[config.mk]
export PLATFORM = sky130hd
export DESIGN_NAME = norm_row_sequencer_flat
export DESIGN_NICKNAME = d
export VERILOG_FILES = /design/src/rtl/norm_row_sequencer_if.sv /design/src/rtl/norm_row_sequencer.sv /design/src/flat_wrapper.sv
export SDC_FILE = /design/constraint.sdc
export NUM_CORES = 1
export LEC_CHECK = 0
export CAP_MARGIN = 20
export CORE_ASPECT_RATIO = 1.75
export CORE_MARGIN = 3
export CORE_UTILIZATION = 50
export DETAILED_ROUTE_END_ITERATION = 8
export PLACE_DENSITY_LB_ADDON = 0.2
export SLEW_MARGIN = 20
export SYNTH_ARGS = -nofsm -noshare
export SYNTH_HDL_FRONTEND = slang
export SYNTH_SLANG_ARGS = --single-unit
[constraint.sdc]
create_clock -name clk -period 8.2 [get_ports clk]
set_clock_uncertainty 0.15 [all_clocks]
set_input_delay 1.23 -clock clk [delete_from_list [all_inputs] [get_ports clk]]
set_output_delay 1.23 -clock clk [all_outputs]
set_load 0.05 [all_outputs]
[src/rtl/norm_row_sequencer_if.sv]
// Bundle of signals between the norm row sequencer, its row source/sink and the norm stage.
// Both row handshakes: a transfer happens on a clock edge where valid and ready are both high;
// valid, once raised, holds with stable data until that edge, and ready never waits on valid.
interface norm_row_sequencer_if #(
    parameter int bw  = 4,
    parameter int col = 8
);
    logic                  in_valid;
    logic                  in_ready;
    logic [col*bw-1:0]     in_row;
    logic                  norm_clr;
    logic                  norm_wr;
    logic [bw-1:0]         norm_in;
    logic                  norm_div;
    logic                  norm_full;
    logic [2*bw-1:0]       norm_out;
    logic                  out_valid;
    logic                  out_ready;
    logic [col*2*bw-1:0]   out_row;
    logic [2:0]            state_dbg;

    modport master (
        input  in_valid, in_row, norm_full, norm_out, out_ready,
        output in_ready, norm_clr, norm_wr, norm_in, norm_div, out_valid, out_row, state_dbg
    );

    modport slave (
        output in_valid, in_row, norm_full, norm_out, out_ready,
        input  in_ready, norm_clr, norm_wr, norm_in, norm_div, out_valid, out_row, state_dbg
    );
endinterface

[src/rtl/norm_row_sequencer.sv]
// Serialises a parallel psum row into the norm stage, issues the divide pulses and
// gathers the normalised results back into a parallel row for the downstream consumer.
module norm_row_sequencer #(
    parameter int bw  = 4,
    parameter int col = 8
) (
    input logic                   clk,
    input logic                   reset,
    norm_row_sequencer_if.master  bus
);

    typedef enum logic [2:0] {
        IDLE  = 3'd0,
        CLR   = 3'd1,
        LOAD  = 3'd2,
        DIV   = 3'd3,
        DRAIN = 3'd4,
        DONE  = 3'd5
    } state_t;

    localparam int kw = $clog2(col);
    localparam logic [kw-1:0] k_last = kw'(col - 1);

    state_t                state;
    logic [kw-1:0]         k;
    logic [col*bw-1:0]     row_q;
    logic [col*2*bw-1:0]   out_row_q;
    logic                  out_valid_q;

    always_ff @(posedge clk) begin
        if (reset) begin
            state       <= IDLE;
            k           <= '0;
            row_q       <= '0;
            out_row_q   <= '0;
            out_valid_q <= 1'b0;
        end else begin
            case (state)
                IDLE: begin
                    if (bus.in_valid) begin
                        row_q <= bus.in_row;
                        // An all-zero row would make norm divide by zero, so answer it directly.
                        if (bus.in_row == '0) begin
                            out_row_q   <= '0;
                            out_valid_q <= 1'b1;
                            state       <= DONE;
                        end else begin
                            state <= CLR;
                        end
                    end
                end
                CLR: begin
                    k     <= '0;
                    state <= LOAD;
                end
                LOAD: begin
                    if (!bus.norm_full) begin
                        if (k == k_last) begin
                            k     <= '0;
                            state <= DIV;
                        end else begin
                            k <= k + 1'b1;
                        end
                    end
                end
                DIV: begin
                    // norm_out lags its div pulse by one cycle, hence the k-1 slot.
                    if (k != '0)
                        out_row_q[(int'(k) - 1)*2*bw +: 2*bw] <= bus.norm_out;
                    if (k == k_last) begin
                        state <= DRAIN;
                    end else begin
                        k <= k + 1'b1;
                    end
                end
                DRAIN: begin
                    out_row_q[(col - 1)*2*bw +: 2*bw] <= bus.norm_out;
                    out_valid_q <= 1'b1;
                    state       <= DONE;
                end
                DONE: begin
                    if (bus.out_ready) begin
                        out_valid_q <= 1'b0;
                        state       <= IDLE;
                    end
                end
                default: state <= IDLE;
            endcase
        end
    end

    assign bus.in_ready  = (state == IDLE);
    assign bus.norm_clr  = reset | (state == CLR);
    assign bus.norm_wr   = (state == LOAD) & ~bus.norm_full;
    assign bus.norm_in   = row_q[int'(k)*bw +: bw];
    assign bus.norm_div  = (state == DIV);
    assign bus.out_valid = out_valid_q;
    assign bus.out_row   = out_row_q;
    assign bus.state_dbg = state;

endmodule

[src/flat_wrapper.sv]
// flat-port wrapper written by rule: the top's interface ports become plain ports
module norm_row_sequencer_flat 
#(
    parameter int bw  = 4,
    parameter int col = 8
)
  (clk, reset, bus_in_valid, bus_in_row, bus_norm_full, bus_norm_out, bus_out_ready, bus_in_ready, bus_norm_clr, bus_norm_wr, bus_norm_in, bus_norm_div, bus_out_valid, bus_out_row, bus_state_dbg);
  norm_row_sequencer_if #(.bw(bw), .col(col)) bus_i ();
  input logic clk;
  input logic reset;
  input wire logic [$bits(bus_i.in_valid)-1:0] bus_in_valid;
  input wire logic [$bits(bus_i.in_row)-1:0] bus_in_row;
  input wire logic [$bits(bus_i.norm_full)-1:0] bus_norm_full;
  input wire logic [$bits(bus_i.norm_out)-1:0] bus_norm_out;
  input wire logic [$bits(bus_i.out_ready)-1:0] bus_out_ready;
  output wire logic [$bits(bus_i.in_ready)-1:0] bus_in_ready;
  output wire logic [$bits(bus_i.norm_clr)-1:0] bus_norm_clr;
  output wire logic [$bits(bus_i.norm_wr)-1:0] bus_norm_wr;
  output wire logic [$bits(bus_i.norm_in)-1:0] bus_norm_in;
  output wire logic [$bits(bus_i.norm_div)-1:0] bus_norm_div;
  output wire logic [$bits(bus_i.out_valid)-1:0] bus_out_valid;
  output wire logic [$bits(bus_i.out_row)-1:0] bus_out_row;
  output wire logic [$bits(bus_i.state_dbg)-1:0] bus_state_dbg;
  assign bus_i.in_valid = bus_in_valid;
  assign bus_i.in_row = bus_in_row;
  assign bus_i.norm_full = bus_norm_full;
  assign bus_i.norm_out = bus_norm_out;
  assign bus_i.out_ready = bus_out_ready;
  assign bus_in_ready = bus_i.in_ready;
  assign bus_norm_clr = bus_i.norm_clr;
  assign bus_norm_wr = bus_i.norm_wr;
  assign bus_norm_in = bus_i.norm_in;
  assign bus_norm_div = bus_i.norm_div;
  assign bus_out_valid = bus_i.out_valid;
  assign bus_out_row = bus_i.out_row;
  assign bus_state_dbg = bus_i.state_dbg;
  norm_row_sequencer #(.bw(bw), .col(col)) u_core (.clk(clk), .reset(reset), .bus(bus_i));
endmodule
==> results.sh, run 1 <==
export IMPL_start_util_pct=52.44
export IMPL_grt_pass1_wl_um=20100
export IMPL_critPathCaptureType="output port"
export IMPL_rsz0062_at_grt="false"
export IMPL_combPwrFrac_pct=27.0
export IMPL_crit_path_top_delay_cell="clkdlybuf4s50_1"
export IMPL_viasPerCell=5.699
export IMPL_status="finished, final reports clean"
export IMPL_vdd_drop_max_v=0.0001566
export IMPL_syn_nets=554
export IMPL_synth_seq_cells=103
export IMPL_period_share_pct=57.73
export IMPL_worstPathArrival_ps=3350
export IMPL_synth_area_per_cell_sq_um=9.309
export IMPL_die_h_um=133.4
export IMPL_worstMarginPinSlew_ps=964.6
export IMPL_nNetsFinal=662
export IMPL_cp_endpoint="bus_norm_clr"
export IMPL_synth_yosys_seq_area_share_pct=44.48
export IMPL_synth_most_common_cell="dfxtp_1"
export IMPL_synth_area_sq_um=4636
export IMPL_coreArea_sq_um=8840
export IMPL_whs_ps=300.9
export IMPL_r2r_setup_slack_ps=3990
export IMPL_finalSetupViolCount=0
export IMPL_dieArea_sq_um=10510
export IMPL_power_switching_w=0.0004554
export IMPL_holdBufCountCts=0
export IMPL_clock_power_share_pct=30.1
export IMPL_drt_total_wl_um=12590
export IMPL_gr_total_overflow=0
export IMPL_synth_area_leaders="dfxtp_1 44%, nand2_1 8.1%, a22o_1 7.6%, a21oi_1 3.9%, mux4_2 3.9%"
export IMPL_vias=4149
export IMPL_fin_crit_ps=4734
export IMPL_maxSlewViolCount=0
export IMPL_wl_per_cell_um=17.29
export IMPL_p_leak_nw=2.310
export IMPL_maxCapViolations=0
export IMPL_syn_inst=498
export IMPL_crit_path_cell_trace="buf_2, buf_4, clkinv_1, o21ai_0, clkdlybuf4s50_1"
export IMPL_synth_edf_count=0
export IMPL_powerDensity_nw_per_um2=215.6
export IMPL_syn_to_final_growth_pct=33.17
export IMPL_io_pins=121
export IMPL_relSlewSlack_pct=35.60
export IMPL_cts_buffers=9
export IMPL_diodes=0
export IMPL_timing_rr_end="u_core.bus.out_row[53]"
export IMPL_final_hold_viol_count=0
export IMPL_htreeDepth=3
export IMPL_portBuffers=120
export IMPL_yosysUniqueCellTypes=56
export IMPL_cts_resized_gates=0
export IMPL_antenna_found_initial=0
export IMPL_cp_start_kind="primary input"
export IMPL_switching_share_pct=34.20
export IMPL_synth_top_area_share_pct=44.48
export IMPL_place_gp_congestion=0.8993
export IMPL_setup_tns_ps=0
export IMPL_yosysTopAreaCell="dfxtp_1"
export IMPL_hpwl_um=9615
export IMPL_clkTransAtPathRegs_ps=70
export IMPL_clk_latency_ps=340
export IMPL_drive_gt1_share_pct=7.856
export IMPL_synth_warnings=0
export IMPL_grt_usage_pct=24.23
export IMPL_cts_root_buffer="clkbuf_16"
export IMPL_critPathMaxFanout=66
export IMPL_grt_max_degree=67
export IMPL_power_w=0.001331
export IMPL_std_cell_rows=45
export IMPL_max_stage_delay_ps=830
export IMPL_place_area_sq_um=5892
export IMPL_clock_sinks=103
export IMPL_cp_startpoint="reset"
export IMPL_required_ps=6820
export IMPL_yosys_top_cells_count="103 x dfxtp_1, 100 x nand2_1, 40 x a22o_1, 36 x a21oi_1, 22 x inv_1"
export IMPL_cts_setup_buffers=0
export IMPL_fmax_mhz=211.2
export IMPL_hold_class="flip-flop to flip-flop"
export IMPL_clk_path_buf_depth=2
export IMPL_grt_pass1_vias=4231
export IMPL_reg2reg_from="u_core.k[0]"
export IMPL_seqPwrFrac_pct=42.9
export IMPL_final_antenna_net_count=0
export IMPL_drt_iter0_markers=250
export IMPL_die_w_um=78.79
export IMPL_dr_pass1_iters=5
export IMPL_fin_area_sq_um=6173
export IMPL_drc=0
export IMPL_criticalPathCategory="primary input to output port"
export IMPL_async_reset_ff_share_pct=0
export IMPL_synth_flop_cell="dfxtp_1"
export IMPL_cts_tree="yes"
export IMPL_p_int_w=0.0008759
export IMPL_rr_worst_depth=10
## worst min-delay path by stage
stage	startpoint	depth (start not counted)	endpoint
2_1_floorplan	u_core.row_q[10]	2	u_core.row_q[10]
3_3_place_gp	u_core.row_q[17]	2	u_core.row_q[17]
3_5_place_dp	u_core.row_q[8]	2	u_core.row_q[8]
4_1_cts	u_core.row_q[8]	2	u_core.row_q[8]
5_1_grt	u_core.row_q[17]	2	u_core.row_q[17]
6_report	u_core.row_q[8]	2	u_core.row_q[8]
## cells in the final DEF (no fill, tap or decap), types with 3 or more instances in the layout
master	synthesis	routed
clkdlybuf4s50_1	0	119
dfxtp_1	103	103
nand2_1	100	100
a22o_1	40	40
a21oi_1	36	36
inv_1	22	22
nor2_1	12	12
nor2b_1	12	12
ha_1	11	11
a21o_1	10	10
nor4_1	9	9
a31oi_1	9	9
a311oi_1	9	9
clkbuf_16	0	9
mux4_2	8	8
mux2i_1	8	8
o32ai_1	8	8
o21ai_0	7	7
nand3_1	6	6
nand2b_1	6	6
nor3_1	6	6
nand3b_1	4	4
mux2_2	4	4
nor3_2	4	4
a22oi_1	3	3
nand4_1	3	3
## metal layers
metal	global-route usage [%]	routed length, um	part of all wire, %	up-vias
li1	-	-	-	2032
met1	24.90	4668	37	1956
met2	45.41	6991	56	134
met3	3.721	521	4.1	27
met4	13.33	405	3.2	0
met5	0	0	0	-
## critical path, delay by kind of cell
kind / cells / cell delay [ps]
AOI/OAI and AO/OA: 1 / 190
buffers and inverters: 4 / 1930
## through the flow
step,utilization (%),setup slack [ps],std cells
2_1_floorplan,-,4491,498
3_3_place_gp,66.65,3478,712
3_5_place_dp,66.65,3443,712
4_1_cts,69.84,3438,728
5_1_grt,69.84,3314,728
6_report,69.84,3466,728
## cell families after synthesis
logic type | synth area share, %
AO/OA/AOI/OAI | 20.32
XOR/XNOR | 1.214
adder cells (fa/ha/maj) | 2.969
buffers and inverters | 4.129
flip-flops | 44.48
multiplexers | 6.586
AND/OR/NAND/NOR | 20.30
## state kept, by name, summed over array words and instances, names as in the netlist
name,cells
u_core.bus.out_row,64
u_core.bus.out_valid,1
u_core.bus.state_dbg,3
u_core.k,3
u_core.row_q,32
## power groups by stage
stage               Clock (W)  Combinational, W  Sequential (W)
floorplan                   0          0.000253        0.000581
global placement            0          0.000350        0.000580
detailed placement          0          0.000357        0.000583
CTS                  0.000406          0.000359        0.000571
global route         0.000427          0.000389        0.000577
finish               0.000400          0.000359        0.000571
## layout make-up
type,count,area (sq um)
Tap cell,117,146.4
Clock inverter,7,56.30
Fill cell,710,2666
Inverter,24,90.09
Timing Repair Buffer,122,1211
Multi-Input combinational cell,346,2382
Clock buffer,9,225.2
Sequential cell,103,2062
(Power assumes the default switching activity.)
==> inputs of run 2 (changes only) <==
CORE_UTILIZATION = 49   (was 50)
clock period = 4.5 ns   (was 8.2 ns; I/O delays follow)
==> run 2 against run 1 <==
  * Register-to-register slack got worse by 3300 ps
  * Utilization decreased by 2.0 points
  * Sequential power increased by 80%
  * Routed wire length decreased by 0.26%
  * Combinational power increased by 91%
  * Flip-flop and latch count unchanged
  * Clock power increased by 94%
  * Final area increased by 0.61%
  * First-iteration DRC count decreased by 0.40%
  * Non-clock buffer count increased by 2
  * Critical path type is now flip-flop to flip-flop
==> results.sh, run 2 (synthesis results as in run 1) <==
export IMPL_grt_pass1_vias=4195
export IMPL_p_leak_nw=2.328
export IMPL_path_buf_inv=2
export IMPL_critPathMaxFanout=14
export IMPL_seqPwrFrac_pct=41.3
export IMPL_hold_class="flip-flop to flip-flop"
export IMPL_coreArea_sq_um=9151
export IMPL_antenna_found_initial=0
export IMPL_io_pins=121
export IMPL_p_int_w=0.001668
export IMPL_drc=0
export IMPL_cts_tree="yes"
export IMPL_worstPathArrival_ps=3960
export IMPL_drive_gt1_share_pct=7.993
export IMPL_maxSlewViolCount=0
export IMPL_crit_path_cell_trace="inv_1, ha_1, xnor2_1, nand3_1, inv_1, ha_1, and4bb_1, or4b_1, nor3_2, a22o_1"
export IMPL_rsz0062_at_grt="false"
export IMPL_r2r_setup_slack_ps=670
export IMPL_fillers=740
export IMPL_drt_iter0_markers=249
export IMPL_max_stage_delay_ps=750
export IMPL_cts_resized_gates=0
export IMPL_cts_root_buffer="clkbuf_16"
export IMPL_clock_sinks=103
export IMPL_start_util_pct=50.66
export IMPL_worstHoldStart="u_core.row_q[26]"
export IMPL_place_gp_congestion=0.8589
export IMPL_reg2reg_from="u_core.k[1]"
export IMPL_die_h_um=134.7
export IMPL_min_to="u_core.row_q[26]"
export IMPL_syn_to_final_growth_pct=33.98
export IMPL_vdd_drop_max_v=0.0002250
export IMPL_grt_max_degree=66
export IMPL_gr_total_overflow=0
export IMPL_finalSetupViolCount=0
export IMPL_clkTransAtPathRegs_ps=70
export IMPL_power_switching_w=0.0008206
export IMPL_maxCapViolations=0
export IMPL_hpwl_um=9717
export IMPL_crit_path_top_delay_cell="dfxtp_1"
export IMPL_power_w=0.002488
export IMPL_clk_path_buf_depth=2
export IMPL_std_cell_rows=46
export IMPL_combPwrFrac_pct=27.5
export IMPL_hold_depth=2
export IMPL_fmax_mhz=261.0
export IMPL_largest_reg_flops=64
export IMPL_fin_crit_ps=3832
export IMPL_grt_pass1_wl_um=20400
export IMPL_die_w_um=79.53
export IMPL_multi_input_area_sq_um=2382
export IMPL_wl_per_cell_um=17.13
export IMPL_final_antenna_net_count=0
export IMPL_vias=4146
export IMPL_whs_ps=300.4
export IMPL_nNetsFinal=664
export IMPL_mostFrequentLayoutCells="119 x clkdlybuf4s50_1, 103 x dfxtp_1, 100 x nand2_1, 40 x a22o_1, 36 x a21oi_1"
export IMPL_clock_power_share_pct=31.2
export IMPL_final_hold_viol_count=0
export IMPL_worstMarginPinSlew_ps=760.0
export IMPL_diodes=0
export IMPL_holdBufCountCts=0
export IMPL_regArea_sq_um=2062
export IMPL_switching_share_pct=32.98
export IMPL_cp_start_kind="flip-flop"
export IMPL_cts_buffers=9
export IMPL_dr_pass1_iters=5
export IMPL_required_ps=4630
export IMPL_final_common_cell="clkdlybuf4s50_1"
export IMPL_criticalPathCategory="flip-flop to flip-flop"
export IMPL_clk_latency_ps=340
export IMPL_grt_usage_pct=24.36
export IMPL_relSlewSlack_pct=48.90
export IMPL_powerDensity_nw_per_um2=400.7
export IMPL_cp_top_family="simple AND/OR/NAND/NOR gates"
export IMPL_htreeDepth=3
export IMPL_drt_total_wl_um=12560
export IMPL_timing_rr_end="u_core.bus.out_row[17]"
export IMPL_status="finished, final reports clean"
export IMPL_rr_worst_depth=10
export IMPL_portBuffers=120
export IMPL_setup_tns_ps=0
export IMPL_dieArea_sq_um=10710
export IMPL_cts_setup_buffers=0
export IMPL_period_share_pct=85.15
export IMPL_viasPerCell=5.656
export IMPL_critPathCaptureType="flip-flop"
## run 2: power by group through the flow
stage	Combinational (W)	Sequential, W	Clock [W]
after detailed placement	0.000684	0.00105	0
final	0.000686	0.00103	0.000776
after global routing	0.000744	0.00104	0.000818
after global placement	0.000672	0.00104	0
after CTS	0.000689	0.00103	0.000785
after floorplan	0.000461	0.00106	0
## run 2: per-stage QoR
stage          area (sq um)  cells  setup WS, ps  utilization, %
4_1_cts                6211    733         691.9           67.87
5_1_grt                6211    733         435.6           67.87
3_5_place_dp           5911    717         710.2           64.59
3_3_place_gp           5911    717         802.9           64.59
6_report               6211    733         668.0           67.87
2_1_floorplan          4636    498          1175               -
## run 2: worst max path at each step
stage	from	end	depth (start not counted)
final	u_core.k[1]	u_core.bus.out_row[17]	10
after global routing	u_core.k[1]	u_core.bus.out_row[18]	10
after CTS	u_core.k[1]	u_core.bus.out_row[18]	10
after detailed placement	u_core.k[1]	u_core.bus.out_row[53]	10
after global placement	u_core.k[1]	u_core.bus.out_row[53]	10
after floorplan	u_core.k[1]	u_core.bus.out_row[53]	10
## run 2: metal layers
metal | vias up | track usage, % | wire length, um
met5 | - | 0 | 0
met4 | 0 | 12.24 | 444
met3 | 25 | 4.206 | 567
met2 | 137 | 45.86 | 7025
met1 | 1960 | 25.02 | 4518
li1 | 2024 | - | -
## run 2: area by class of cell
type | count | area share (%)
inverter | 24 | 1.450
clock inverter | 5 | 0.9267
tap | 120 | 2.417
sequential | 103 | 33.20
multi-input combinational | 346 | 38.36
timing repair buffer | 124 | 19.74
clock buffer | 11 | 3.908
## run 2: tightest hold or removal path, cell delays in order, from the launching register on
cell,delay (ps)
dfxtp_1,310
nand2_1,50
a21oi_1,50
